File: config.mk
export PLATFORM = sky130hd
export DESIGN_NAME = led_trace_tx
export DESIGN_NICKNAME = d
export VERILOG_FILES = /design/src/rtl/led_trace_tx.sv
export SDC_FILE = /design/constraint.sdc
export NUM_CORES = 1
export LEC_CHECK = 0
export BUFFER_PORTS_ARGS = -buffer_cell sky130_fd_sc_hd__clkbuf_2
export CAP_MARGIN = 15
export CORE_ASPECT_RATIO = 0.8
export CORE_MARGIN = 2
export CORE_UTILIZATION = 62
export DETAILED_ROUTE_END_ITERATION = 10
export PLACE_DENSITY = 0.8
export SLEW_MARGIN = 20
export SYNTH_ARGS = -nofsm -noshare
export SYNTH_HDL_FRONTEND = slang
export SYNTH_SLANG_ARGS = --single-unit
export TNS_END_PERCENT = 30
File: constraint.sdc
create_clock -name Clock -period 9.2 [get_ports Clock]
set_clock_uncertainty 0.2 [all_clocks]
set_input_delay 0.46 -clock Clock [delete_from_list [all_inputs] [get_ports Clock]]
set_output_delay 0.46 -clock Clock [all_outputs]
set_load 0.02 [all_outputs]
File: src/rtl/led_trace_tx.sv
// LED change tracer: logs every change of iLed into a small FIFO and sends each byte as an 8N1 UART frame on oTx.
// Define LED_TRACE_PARITY_EN to insert an even-parity bit between the data bits and the stop bit.
module led_trace_tx #(
    parameter int BAUD_DIV = 16,
    parameter int DEPTH    = 4
) (
    input  logic       Clock,
    input  logic       Reset,
    input  logic [7:0] iLed,
    output logic       oTx,
    output logic       oBusy,
    output logic       oOverflow
);

    localparam int AW = (DEPTH > 1) ? $clog2(DEPTH) : 1;
    localparam int CW = AW + 1;
    localparam logic [7:0]    RELOAD = 8'(BAUD_DIV - 1);
    localparam logic [CW-1:0] FULL   = CW'(DEPTH);

    localparam logic [2:0] IDLE   = 3'd0;
    localparam logic [2:0] START  = 3'd1;
    localparam logic [2:0] DATA   = 3'd2;
    localparam logic [2:0] STOP   = 3'd4;
`ifdef LED_TRACE_PARITY_EN
    localparam logic [2:0] PARITY = 3'd3;
`endif

    logic [7:0]    rLast;
    logic [7:0]    mem [DEPTH];
    logic [AW-1:0] wptr, rptr;
    logic [CW-1:0] count, count_n;

    logic [2:0] state, state_n;
    logic [7:0] baud, baud_n;
    logic [2:0] bitidx, bitidx_n;
    logic [7:0] shreg, shreg_n;
    logic       tx_n;
`ifdef LED_TRACE_PARITY_EN
    logic       par, par_n;
`endif

    logic change, pop, push, drop, bit_end;

    assign change  = (iLed != rLast);
    assign bit_end = (baud == 8'd0);
    // A pop happens from IDLE or exactly at the end of STOP, so frames chain without a gap.
    assign pop     = (count != '0) && ((state == IDLE) || ((state == STOP) && bit_end));
    // A full FIFO still accepts the new byte when an entry leaves on the same edge.
    assign push    = change && ((count != FULL) || pop);
    assign drop    = change && !push;

    always_comb begin
        case ({push, pop})
            2'b10:   count_n = count + CW'(1);
            2'b01:   count_n = count - CW'(1);
            default: count_n = count;
        endcase
    end

    always_comb begin
        state_n  = state;
        baud_n   = baud;
        bitidx_n = bitidx;
        shreg_n  = shreg;
        tx_n     = oTx;
`ifdef LED_TRACE_PARITY_EN
        par_n    = par;
`endif
        if (pop) begin
            state_n = START;
            shreg_n = mem[rptr];
            baud_n  = RELOAD;
            tx_n    = 1'b0;
`ifdef LED_TRACE_PARITY_EN
            par_n   = ^mem[rptr];
`endif
        end else begin
            case (state)
                IDLE: tx_n = 1'b1;
                START: begin
                    if (bit_end) begin
                        state_n  = DATA;
                        bitidx_n = 3'd0;
                        tx_n     = shreg[0];
                        baud_n   = RELOAD;
                    end else begin
                        baud_n = baud - 8'd1;
                    end
                end
                DATA: begin
                    if (bit_end) begin
                        baud_n = RELOAD;
                        if (bitidx == 3'd7) begin
`ifdef LED_TRACE_PARITY_EN
                            state_n = PARITY;
                            tx_n    = par;
`else
                            state_n = STOP;
                            tx_n    = 1'b1;
`endif
                        end else begin
                            bitidx_n = bitidx + 3'd1;
                            shreg_n  = shreg >> 1;
                            tx_n     = shreg[1];
                        end
                    end else begin
                        baud_n = baud - 8'd1;
                    end
                end
`ifdef LED_TRACE_PARITY_EN
                PARITY: begin
                    if (bit_end) begin
                        state_n = STOP;
                        tx_n    = 1'b1;
                        baud_n  = RELOAD;
                    end else begin
                        baud_n = baud - 8'd1;
                    end
                end
`endif
                STOP: begin
                    if (bit_end) begin
                        state_n = IDLE;
                        tx_n    = 1'b1;
                    end else begin
                        baud_n = baud - 8'd1;
                    end
                end
                default: begin
                    state_n = IDLE;
                    tx_n    = 1'b1;
                end
            endcase
        end
    end

    always_ff @(posedge Clock) begin
        if (!Reset && push) begin
            mem[wptr] <= iLed;
        end
    end

    always_ff @(posedge Clock) begin
        if (Reset) begin
            rLast     <= 8'h00;
            wptr      <= '0;
            rptr      <= '0;
            count     <= '0;
            state     <= IDLE;
            baud      <= '0;
            bitidx    <= '0;
            shreg     <= '0;
            oTx       <= 1'b1;
            oBusy     <= 1'b0;
            oOverflow <= 1'b0;
`ifdef LED_TRACE_PARITY_EN
            par       <= 1'b0;
`endif
        end else begin
            rLast     <= iLed;
            wptr      <= wptr + AW'(push);
            rptr      <= rptr + AW'(pop);
            count     <= count_n;
            state     <= state_n;
            baud      <= baud_n;
            bitidx    <= bitidx_n;
            shreg     <= shreg_n;
            oTx       <= tx_n;
            oBusy     <= (state_n != IDLE) || (count_n != '0);
            oOverflow <= oOverflow | drop;
`ifdef LED_TRACE_PARITY_EN
            par       <= par_n;
`endif
        end
    end

endmodule

Word-level counts from Yosys, hierarchy flattened
Memories as Yosys holds them, arrays and structs flattened. A register that Yosys moved wholly into a read port is not among the register bits.
Index checks and enable logic that the tools add are counted.
{"block": "totals", "mem_count": 1, "ff_bits": 40, "out_inout_bits": 3, "mem_bits_rw": 32, "elab_cells": 93, "in_bits": 10}
{"block": "classes", "bitwise": 2, "eq_ne": 17, "n_reduce_logical": 27, "mux": 28, "addsub": 6}
{"memory": "mem", "words": 4, "width": 8, "rd": 1, "rd_clocked_by_memory_dff": 1, "wr": 1, "line_no": "29", "source": "logic [7:0] mem [DEPTH];"}
{"cell": "$mux 8", "count": 6}
{"cell": "$mux 3", "count": 8}
{"cell": "$pmux 8 s2", "count": 1}
{"cell": "$ne 3x3->1 const B", "count": 5}
{"cell": "$pmux 3 s2", "count": 2}
{"cell": "$pmux 3 s4", "count": 1}
{"cell": "$reduce_bool 3->1", "count": 4}
{"cell": "$ne 2x2->1 const B", "count": 5}
{"cell": "$logic_not 8->1", "count": 1}
{"cell": "$ne 8x8->1", "count": 1}
{"cell": "$reduce_bool 2->1", "count": 4}
{"cell": "$sub 8x1->8 const B", "count": 1}
{"cell": "$mux 1", "count": 7}
{"cell": "$add 3x1->3 const B", "count": 2}
{"cell": "$eq 3x3->1 const B", "count": 2}
{"cell": "$reduce_and 3->1", "count": 2}
{"cell": "$logic_and 1x1->1", "count": 5}
{"cell": "$reduce_and 5->1", "count": 1}
{"cell": "$add 2x1->2", "count": 2}
{"cell": "$mux 4", "count": 1}
{"cell": "$reduce_and 2->1", "count": 2}
{"cell": "$reduce_or 2->1", "count": 2}
{"cell": "$eq 3x1->1 const B", "count": 1}
{"cell": "$eq 3x2->1 const B", "count": 1}
{"cell": "10 further kinds", "count": 13}

Longest topological paths before layout
Gate-level depths: netlist of run 1.
{"block": "logic_depth", "word_depth": 10, "depth_mapped": 11}

Worst setup path before layout of run 1
No wires, ideal clock.
{"block": "synth_path", "path_kind": "register to register", "start": "register baud[0]", "end": "register oBusy", "t_required_ns": 8.929, "stages_incl_launch_ff": 12, "path_slack_ns": 6.258, "t_arrival_ns": 2.672, "period_less_slack_ns": 2.942, "path_cell_list": "dfxtp_1 -> inv_1 -> ha_1 -> or3b_2 -> o21ai_4 -> and4_4 -> inv_1 -> fa_1 -> xor2_1 -> and3_1 -> a2bb2o_1 -> a21oi_1"}
{"block": "synth_via", "elab_chain_len": 10, "elab_cells_between_ends": 17}
{"item": "start, declared", "line_no": "34", "source": "logic [7:0] baud, baud_n;"}
{"item": "start signal, assigned", "line_no": "165", "source": "baud <= baud_n;"}
{"item": "$logic_not 8->1 (*)", "line_no": "45", "source": "assign bit_end = (baud == 8'd0);"}
{"item": "$logic_and 1x1->1", "line_no": "47", "source": "assign pop = (count != '0) && ((state == IDLE) || ((state == STOP) && bit_end));"}
{"item": "$logic_or 1x1->1", "line_no": "47"}
{"item": "$logic_and 1x1->1", "line_no": "47"}
{"item": "$logic_or 1x1->1", "line_no": "49", "source": "assign push = change && ((count != FULL) || pop);"}
{"item": "$logic_and 1x1->1", "line_no": "49"}
{"item": "$eq 2x1->1 or $eq 2x2->1 (tied branches)", "line_no": "53", "source": "case ({push, pop})"}
{"item": "$pmux 3 s2", "line_no": "53"}
{"item": "$reduce_bool 3->1", "line_no": "169", "source": "oBusy <= (state_n != IDLE) || (count_n != '0);"}
{"item": "$logic_or 1x1->1 (*)", "line_no": "169"}
{"item": "end signal, assigned", "line_no": "169"}
{"item": "end, declared", "line_no": "11", "source": "output logic oBusy,"}
Mark *: on every way between the ends. The rest lies on a longest branch, timed or not.
A chain may end at the register's enable or synchronous reset.

Worst setup path after layout of run 1
{"block": "layout_path", "start": "register baud[0]", "end": "memory mem[1][0] (enable)"}
{"block": "layout_via", "elab_chain_len": 9}
{"item": "$logic_not 8->1", "line_no": "45"}
{"item": "$logic_and 1x1->1", "line_no": "47"}
{"item": "$logic_or 1x1->1", "line_no": "47"}
{"item": "$logic_and 1x1->1", "line_no": "47"}
{"item": "$logic_or 1x1->1", "line_no": "49"}
{"item": "$logic_and 1x1->1", "line_no": "49"}
{"item": "$logic_and 1x1->1", "line_no": "138", "source": "if (!Reset && push) begin"}
{"item": "$mux 1", "line_no": "138"}
{"item": "$mux 1 (not written as such)", "line_no": "139", "source": "mem[wptr] <= iLed;"}
{"item": "end, declared", "line_no": "29"}
No other way between the ends.

==> results of run 1 <==
-- registers in the layout, summed over array words and instances (netlist names) --
register,flops
oOverflow,1
shreg,8
rptr,2
wptr,2
count,3
mem,32
oTx,1
rLast,8
baud,8
oBusy,1
bitidx,3
state,3
-- cells in the final DEF, fill, tap and decap left out, drive strengths merged, types with 2 or more instances in the layout --
cell type,count
clkinvlp,2
nand2b,2
or3,5
nor2b,10
o22ai,2
a2111oi,3
xnor2,9
clkbuf,21
a211oi,2
mux2,3
dfxtp,40
inv,7
nand3b,2
and2,2
and3,3
a21oi,14
mux4,8
o211ai,2
edfxtp,32
o21ai,4
a311oi,4
nor2,19
nand3,5
buf,4
o221ai,2
a22oi,3
nor4,5
and4,2
a31oi,2
ha,4
nor3,9
o21a,3
clkinv,4
nand2,20
nor3b,3
xor2,10
-- cell type report --
| cell class | count | share of cell area |
|---|---|---|
| clock buffers | 9 | 0.03568 |
| clock inverters | 7 | 0.02090 |
| inverters | 7 | 0.007568 |
| multi-input cells | 174 | 0.3802 |
| flip-flops and latches | 72 | 0.5074 |
| well taps | 62 | 0.02234 |
| repair buffers | 16 | 0.02595 |
-- layer usage --
metal	track usage	share of wire
met2	0.3720	0.46
met4	0.07863	0.014
met1	0.3070	0.45
met5	0	0
met3	0.08680	0.074
-- worst max-delay path by stage --
stage,from,end,slack (ns),depth (start not counted)
after floorplan,baud[0]$_SDFFE_PP0P_,oBusy$_SDFF_PP0_,6.26,11
after global placement,iLed[2],oBusy$_SDFF_PP0_,6.08,10
after detailed placement,iLed[5],oBusy$_SDFF_PP0_,6.00,10
after CTS,baud[0]$_SDFFE_PP0P_,mem[1][7]$_DFFE_PP_,6.01,8
after global routing,baud[0]$_SDFFE_PP0P_,mem[1][0]$_DFFE_PP_,5.76,8
final,baud[0]$_SDFFE_PP0P_,mem[1][0]$_DFFE_PP_,5.97,8
-- power breakdown --
| group | total (mW) | internal (mW) | switching [mW] |
|---|---|---|---|
| logic | 0.332 | 0.146 | 0.186 |
| clock network | 0.245 | 0.125 | 0.120 |
| registers | 0.443 | 0.390 | 0.0529 |
| total | 1.02 | 0.661 | 0.359 |
-- kinds of logic (layout without fill, tap and decap cells) --
group           count (synthesis)  in the layout  share of synthesized area
compound gates                 49             49                     0.1156
xor+xnor                       19             19                    0.05284
fa+ha+maj                       5              5                    0.02225
buf+inv                        17             39                    0.02145
flops                          72             72                     0.5594
mux                            11             11                    0.06794
simple gates                   90             90                     0.1605
==> qor.yml, run 1 <==
placed_design:
  dp_hpwl_mm: 4.173
  dp_slack_ns: 5.997
  numPortBuffers: 12
  dp.cells: 331
  placed_cell_area_um2: 3276
  gp_congestion: 0.7569
routing:
  vias_per_cell: 6.081
  detail_route.iter0.violations: 234
  wirelength_mm: 6.116
  drt_first_pass_iters: 4
  drc_errors: 0
  vias: 2110
  routedWlPerCell_um: 17.63
  drtAntennaViolNets: 0
min_path:
  min_to: "mem[1][2]$_DFFE_PP_"
  worstHoldStart: "iLed[2]"
  hold_class: "in -> reg"
  min_delay_path_depth: 1
pwr:
  max-vdd-ir-drop_mv: 0.1628
  leakage_nw: 1.228
  power.density_nw_per_um2: 293.9
  power_mw: 1.020
cts:
  cts_buffers: 9
  root_buffer: "clkbuf_8"
  postCtsSetupBuffers: 0
  cts-hold-fix-buffers: 0
  h-tree-depth: 3
  clk_latency_ns: 0.35
  post_cts_resized: 0
  clockBufferDepth: 2
  cts_sinks: 72
  cts_tree: "done"
  cts.clk_slew.worst_paths_ns: 0.07
worst_setup_path:
  cp.required_ns: 9.07
  crit_arrival_ns: 3.10
  timing.rr.start: "baud[0]$_SDFFE_PP0P_"
  path_buf_inv: 2
  path_cells: "inv_1 > ha_1 > nor3b_1 > nand2_1 > a21oi_2 > o211ai_1 > nor3b_1 > buf_4"
  ff2ff_path_depth: 8
  cpLargestDelayFamily: "simple AND/OR/NAND/NOR gates"
  slowest_stage: "nor3b_1"
  criticalPathCategory: "reg -> reg"
  cp-end-kind: "flip-flop"
  cp-start-kind: "flip-flop"
  r2r-end: "mem[1][0]$_DFFE_PP_"
  cp_slowest_stage_delay_ns: 0.74
  crit_fanout: 7
  worst-r2r-setup-slack_ns: 5.97
  crit_path_frequent_cell: "nor3b_1"
sta:
  slew_violations: 0
  final_hold_viol_count: 0
  finalSetupTns_ns: 0
  min_period_ns: 3.234
  period_share: 0.3516
  hold_slack_ns: 0.1587
  relSlewSlack: 0.4346
  max_freq_mhz: 309.2
  setup_ws_ns: 5.966
  rsz0062_at_grt: "false"
  tightestPinTransition_ns: 0.8463
  setup_viol: 0
final_layout:
  register_area_um2: 1762
  nets: 295
  n_antenna_cell: 0
  drive_above_1_share: 0.2000
  stdcell_area_um2: 3472
  final_cells: 347
  fillCellCount: 341
  fin_util: 0.7015
  area_delta_synth_final_pct: 10.25
  multi_input_area_um2: 1320
floorplan:
  initial_core_util: 0.6362
  row_count: 23
  fp.dieW_um: 83.68
  core_area_um2: 4950
  dieHeight_um: 67.75
  ios: 13
  dieArea_um2: 5669
synthesis:
  synthFlopType: "dfxtp_1"
  ys_top_cells_by_area: "edfxtp_1, dfxtp_1, mux4_2, xor2_1, xnor2_1"
  netlist.area_leader.share: 0.3051
  yosysMostFrequentCell: "dfxtp_1"
  synth_nets: 278
  synth_edf_count: 32
  ys_async_sr_fraction: 0
  yosysWarningCount: 0
  synthDistinctLibCells: 58
  yosysTopAreaCell: "edfxtp_1"
  syn_area_um2: 3149
  synth_seq_area_share: 0.5594
  syn_avg_cell_area_um2: 11.97
  synth_common_cells: "dfxtp_1, edfxtp_1, nand2_1, nor2_1, a21oi_1"
  synth-seq-cells: 72
  synthesis.instances: 263
run:
  maxCapViolations: 0
global_route:
  grt_max_degree: 41
  track_usage: 0.2357
  grt_pass1_wl_mm: 9.867
  grt_overflow: 0
  antenna_found_initial: 0
  grt_pass1_vias: 1980
status:
  status: "complete, no violations"
No activity file was read; power rests on OpenSTA's default activity.
==> run 2: changes to the inputs <==
- CORE_UTILIZATION: 62 -> 55
- PLACE_DENSITY: 0.8 -> 0.75
- clock period: 9.2 -> 2.6 ns (I/O delays scaled with it)
==> run 2 against run 1 <==
Compared with the run above:
- worst setup slack worse by 6.0 ns
- wire length rose by 3.5%
- non-clock buffer count is 35 higher
- critical path depth increased by 3
- combinational power rose to 4.5 times the previous value
- sequential power rose to 3.5 times the previous value
- register-to-register slack worse by 6.0 ns
- critical path type unchanged
- critical endpoint is now oBusy$_SDFF_PP0_
- largest cell class unchanged
- highest routed layer unchanged
==> qor.yml, run 2 (same netlist as run 1, synthesis figures left out) <==
worst_setup_path:
  crit_fanout: 3  # -4
  path_buf_inv: 2  # unchanged
  crit_arrival_ns: 2.69  # -0.41 ns
  crit_path_frequent_cell: "inv_2"
  cpLargestDelayFamily: "simple AND/OR/NAND/NOR gates"
  slowest_stage: "or3b_4"
  path_cells: "inv_2 > ha_4 > or3b_4 > o21ai_4 > and4_4 > inv_2 > fa_2 > xor2_1 > and3_1 > a2bb2o_4 > a21oi_2"
  ff2ff_path_depth: 11  # +3
  criticalPathCategory: "reg -> reg"
  cp_slowest_stage_delay_ns: 0.40  # -0.34 ns
  cp-start-kind: "flip-flop"
  cp.required_ns: 2.70  # -6.37 ns
  cp-end-kind: "flip-flop"
  cp_num_cells: 11  # +3
floorplan:
  core_area_um2: 5495  # +11%
  row_count: 24  # +4.3%
  initial_core_util: 0.5731  # -0.06316
  dieArea_um2: 6351  # +12%
  dieHeight_um: 71.68  # +5.8%
  fp.dieW_um: 88.60  # +5.9%
  ios: 13  # unchanged
final_layout:
  fin_util: 0.6933  # -0.008160
  layout_common_cells: "dfxtp_1, edfxtp_1, buf_4"
  final_common_cell: "dfxtp_1"
  area_delta_synth_final_pct: 20.98
  top_register: "mem"
  multi_input_area_um2: 1356  # +2.7%
  drive_above_1_share: 0.2906  # +0.09063
  final_cells: 398  # +15%
  largest_reg_flops: 32  # unchanged
  register_area_um2: 1764  # +0.14%
  n_antenna_cell: 0  # unchanged
  fillCellCount: 386  # +13%
  nets: 330  # +12%
placed_design:
  dp_hpwl_mm: 4.104  # -1.6%
  numPortBuffers: 12  # unchanged
  dp_slack_ns: -0.09523  # -6.092 ns
  dp.cells: 370  # +12%
  gp_congestion: 0.8649  # +14%
routing:
  drtAntennaViolNets: 0  # unchanged
  detail_route.iter0.violations: 149  # -36%
  drc_errors: 0  # unchanged
  vias_per_cell: 5.563  # -8.5%
  routedWlPerCell_um: 15.90  # -9.8%
  wirelength_mm: 6.329  # +3.5%
  vias: 2214  # +4.9%
  drt_first_pass_iters: 4  # unchanged
global_route:
  antenna_found_initial: 0  # unchanged
  track_usage: 0.2233  # -0.01242
  grt_max_degree: 40  # -2.4%
  grt_pass1_vias: 2195  # +11%
  grt_pass1_wl_mm: 10.66  # +8.0%
  grt_overflow: 0  # unchanged
min_path:
  min_delay_path_depth: 1  # unchanged
  hold_class: "reg -> reg"
cts:
  cts_sinks: 72  # unchanged
  root_buffer: "clkbuf_8"
  clockBufferDepth: 2  # unchanged
  cts_tree: "done"
  clk_latency_ns: 0.35  # about the same
  h-tree-depth: 3  # unchanged
  cts_buffers: 9  # unchanged
  cts.clk_slew.worst_paths_ns: 0.09  # +0.02 ns
sta:
  period_share: 0.9997  # +0.6481
  finalSetupTns_ns: 0  # unchanged
  rsz0062_at_grt: "true"
  setup_ws_ns: 0.0008320  # -5.965 ns
  relSlewSlack: 0.5592  # +0.1246
  final_hold_viol_count: 0  # unchanged
  max_freq_mhz: 384.7  # +24%
  setup_viol: 0  # unchanged
  tightestPinTransition_ns: 0.6604  # -0.1860 ns
  min_period_ns: 2.599  # -0.6353 ns
  slew_violations: 0  # unchanged
pwr:
  combPwrFrac: 0.387  # +0.061
  power_mw: 3.830  # +280%
  max-vdd-ir-drop_mv: 0.6529  # +300%
  leakage_nw: 1.400  # +14%
  p_int_mw: 2.448  # +270%
  net-switching-power_mw: 1.382  # +280%
  power.density_nw_per_um2: 1005  # +240%
  switching_share: 0.3608  # +0.008665
  clkPwrFrac: 0.214  # -0.026
  p_seq_frac: 0.399  # -0.035
run:
  maxCapViolations: 0  # unchanged
status:
  status: "complete, no violations"
-- run 2: layout make-up --
| cell class | count | share of cell area |
|---|---|---|
| Timing Repair Buffer | 51 | 0.09951 |
| Clock inverter | 7 | 0.01642 |
| Sequential cell | 72 | 0.4631 |
| Inverter | 7 | 0.006897 |
| Tap cell | 78 | 0.02562 |
| Clock buffer | 9 | 0.03251 |
| Multi-Input combinational cell | 174 | 0.3560 |
-- run 2: path summary, 6_finish.rpt --
path	slack [ns]	from	end
worst max-delay path	0.0008	baud[0]$_SDFFE_PP0P_	oBusy$_SDFF_PP0_
worst min-delay path	0.25	state[1]$_SDFF_PP0_	state[0]$_SDFF_PP0_
worst max register to register	0.0008	baud[0]$_SDFFE_PP0P_	oBusy$_SDFF_PP0_
worst min register to register	0.25	state[1]$_SDFF_PP0_	state[0]$_SDFF_PP0_
-- run 2: power by group through the flow --
| stage | clock [mW] | combinational (mW) | sequential (mW) |
|---|---|---|---|
| floorplan | 0 | 0.996 | 1.51 |
| global placement | 0 | 1.37 | 1.54 |
| detailed placement | 0 | 1.40 | 1.55 |
| CTS | 0.834 | 1.46 | 1.53 |
| global route | 0.878 | 1.61 | 1.56 |
| finish | 0.821 | 1.48 | 1.53 |
-- run 2: per-stage QoR --
| step | cell area [um^2] | hold slack (ns) |
|---|---|---|
| finish | 3810 | 0.2477 |
| global route | 3810 | 0.2670 |
| CTS | 3810 | 0.2462 |
| detailed placement | 3492 | 0.1891 |
| global placement | 3492 | 0.1892 |
| floorplan | 3173 | 0.02887 |
-- run 2: worst register-to-register path, delay by kind of cell, from the launching register on --
kind | cells | cell delay (ns)
AND/OR/NAND/NOR | 3 | 0.82
XOR/XNOR | 1 | 0.15
flip-flops | 1 | 0.33
adder cells (fa/ha/maj) | 2 | 0.50
AO/OA/AOI/OAI | 3 | 0.46
buffers and inverters | 2 | 0.10
-- run 2: per-layer routing --
| layer | up-vias | GRT usage | part of all wire |
|---|---|---|---|
| li1 | 1085 | - | - |
| met1 | 1065 | 0.3167 | 0.48 |
| met2 | 62 | 0.3467 | 0.46 |
| met3 | 2 | 0.06912 | 0.060 |
| met4 | 0 | 0.04040 | 0.0052 |
| met5 | - | 0 | 0 |
-- run 2: repair_timing --
action | CTS | global route
hold buffers | 9 | 0
setup buffers | 3 | 0
endpoints found under the hold margin | 43 | 0
endpoints found under the setup margin | 1 | 2
resized for setup | 6 | 0
pin swaps | 6 | 0
cloned | 0 | 0
==> run 3: changes to the inputs <==
- ABC_CLOCK_PERIOD_IN_PS: default -> 2600
- CORE_UTILIZATION: 55 -> 45
- PLACE_DENSITY: 0.75 -> 0.64
==> run 3 against run 2 <==
Compared with the run above:
- the run now ends with negative setup slack left
- core utilization is 13 points lower
- non-clock buffer count is 2 higher
- clock power is 13% higher
- via count is 2.3% lower
- die area is 21% higher
- register-to-register slack worse by 0.06 ns
- first-iteration DRC count is 58% lower
- wire length is 3.6% lower
- sequential share of layout area is 0.52 points lower
- flip-flop and latch count stayed put
- clock-buffer cell count stayed put
- largest power group unchanged
==> qor.yml, run 3 (same netlist as run 1, synthesis figures left out) <==
final_layout:
  layout_common_cells: "dfxtp_1, edfxtp_1, buf_4"
  largest_reg_flops: 32  # unchanged
  drive_above_1_share: 0.2981  # +0.007512
  n_antenna_cell: 0  # unchanged
  final_common_cell: "dfxtp_1"
  multi_input_area_um2: 1356  # unchanged
  top_register: "mem"
  area_delta_synth_final_pct: 22.45
  fin_util: 0.5651  # -0.1282
  final_cells: 409  # +2.8%
  nets: 332  # +0.61%
  register_area_um2: 1765  # about the same
  fillCellCount: 587  # +52%
cts:
  cts_tree: "done"
  root_buffer: "clkbuf_8"
  cts_buffers: 9  # unchanged
  cts.clk_slew.worst_paths_ns: 0.08  # about the same
  h-tree-depth: 3  # unchanged
  clockBufferDepth: 2  # unchanged
  cts_sinks: 72  # unchanged
  clk_latency_ns: 0.35  # about the same
routing:
  drtAntennaViolNets: 0  # unchanged
  detail_route.iter0.violations: 63  # -58%
  routedWlPerCell_um: 14.91  # -6.2%
  drt_first_pass_iters: 4  # unchanged
  wirelength_mm: 6.100  # -3.6%
  vias_per_cell: 5.289  # -4.9%
  drc_errors: 0  # unchanged
  vias: 2163  # -2.3%
sta:
  tightestPinTransition_ns: 0.6314  # -0.02892 ns
  relSlewSlack: 0.5785  # +0.01930
  max_freq_mhz: 375.9  # -2.3%
  final_hold_viol_count: 0  # unchanged
  period_share: 1.023  # +0.02362
  setup_ws_ns: -0.06058  # -0.06141 ns
  hold_slack_ns: 0.2684  # +0.02070 ns
  rsz0062_at_grt: "true"
  min_period_ns: 2.661  # +0.06141 ns
  slew_violations: 0  # unchanged
  setup_viol: 2  # +2
floorplan:
  dieArea_um2: 7688  # +21%
  fp.dieW_um: 97.53  # +10%
  core_area_um2: 6824  # +24%
  row_count: 27  # +13%
  dieHeight_um: 78.83  # +10%
  ios: 13  # unchanged
  initial_core_util: 0.4615  # -0.1116
worst_setup_path:
  cp.required_ns: 2.64  # -0.06 ns
  worst-r2r-setup-slack_ns: -0.06  # -0.06 ns
  r2r-end: "count[2]$_SDFF_PP0_"
  slowest_stage: "fa_2"
  cp-end-kind: "flip-flop"
  criticalPathCategory: "reg -> reg"
  timing.rr.start: "baud[0]$_SDFFE_PP0P_"
  cp-start-kind: "flip-flop"
  crit_arrival_ns: 2.70  # about the same
  crit_fanout: 3  # unchanged
  ff2ff_path_depth: 10  # -1
  crit_path_frequent_cell: "inv_2"
  path_cells: "inv_2 > ha_4 > or3b_4 > o21ai_4 > and4_4 > inv_2 > fa_2 > buf_4 > mux2_2 > a22o_1"
  cp_slowest_stage_delay_ns: 0.41  # about the same
status:
  status: "finished with violations"
  violations: "negative setup slack"
pwr:
  power.density_nw_per_um2: 1013  # +0.77%
  net-switching-power_mw: 1.348  # -2.4%
  leakage_nw: 1.424  # +1.7%
  p_int_mw: 2.558  # +4.5%
  max-vdd-ir-drop_mv: 0.4338  # -34%
  switching_share: 0.3451  # -0.01569
  combPwrFrac: 0.374  # -0.013
  p_seq_frac: 0.389  # -0.010
  clkPwrFrac: 0.237  # +0.023
global_route:
  grt_overflow: 0  # unchanged
  grt_max_degree: 40  # unchanged
  antenna_found_initial: 0  # unchanged
  grt_pass1_wl_mm: 10.18  # -4.5%
  track_usage: 0.1709  # -0.05238
  grt_pass1_vias: 2105  # -4.1%
placed_design:
  gp_congestion: 0.8040  # -7.0%
  dp.cells: 382  # +3.2%
  dp_hpwl_mm: 4.072  # -0.77%
  numPortBuffers: 12  # unchanged
min_path:
  hold_class: "reg -> reg"
  min_to: "bitidx[1]$_SDFFE_PP0P_"
  worstHoldStart: "bitidx[1]$_SDFFE_PP0P_"
  min_delay_path_depth: 2  # +1
run:
  maxCapViolations: 0  # unchanged
-- run 3: repair_timing --
item	4_1_cts	5_1_grt
buffers inserted	1	1
hold buffers	9	0
gates resized for setup	6	0
hold endpoints to repair	43	0
setup endpoints to repair	2	2
pin swaps	7	6
gates cloned	0	0
-- run 3: critical path: cells and delay by family, from the launching register on --
kind | cells | cell delay [ns]
AO/OA/AOI/OAI | 2 | 0.35
adder cells (fa/ha/maj) | 2 | 0.54
buffers and inverters | 3 | 0.25
flip-flops | 1 | 0.33
multiplexers | 1 | 0.26
AND/OR/NAND/NOR | 2 | 0.64
-- run 3: final cells by class --
class                   count  share of cell area
flip-flops and latches     72              0.4578
multi-input cells         174              0.3517
repair buffers             53              0.1012
clock buffers               9             0.03212
well taps                  87             0.02823
clock inverters             7             0.02206
inverters                   7            0.006814
-- run 3: per-stage QoR --
stage | area (um^2) | worst slack (ns) | TNS [ns] | total power [mW]
floorplan | 3173 | -0.1207 | -0.4518 | 2.511
finish | 3856 | -0.06058 | -0.09217 | 3.906
global route | 3856 | -0.1371 | -0.2625 | 4.148
detailed placement | 3526 | -0.09531 | -0.1217 | 2.941
global placement | 3526 | -0.03710 | -0.03710 | 2.916
CTS | 3849 | -0.02735 | -0.02735 | 3.930
-- run 3: worst max path at each step --
stage	cells past startpoint	start	to
6_report	10	baud[0]$_SDFFE_PP0P_	count[2]$_SDFF_PP0_
5_1_grt	11	baud[0]$_SDFFE_PP0P_	oBusy$_SDFF_PP0_
4_1_cts	11	baud[0]$_SDFFE_PP0P_	oBusy$_SDFF_PP0_
3_5_place_dp	11	baud[1]$_SDFFE_PP0P_	oBusy$_SDFF_PP0_
3_3_place_gp	11	baud[1]$_SDFFE_PP0P_	oBusy$_SDFF_PP0_
2_1_floorplan	11	baud[1]$_SDFFE_PP0P_	oBusy$_SDFF_PP0_
-- run 3: per-layer routing --
metal	part of all wire	wire length [um]	track usage	vias to the layer above
li1	-	-	-	1086
met1	0.49	3003	0.2274	1046
met2	0.47	2860	0.2710	26
met3	0.032	194	0.04842	5
met4	0.0067	41	0.05972	0
met5	0	0	0	-
-- run 3: power by group through the flow --
stage	combinational (mW)	clock, mW	sequential, mW
floorplan	0.996	0	1.51
global placement	1.38	0	1.53
detailed placement	1.40	0	1.54
CTS	1.45	0.958	1.52
global route	1.60	1.00	1.55
finish	1.46	0.925	1.52
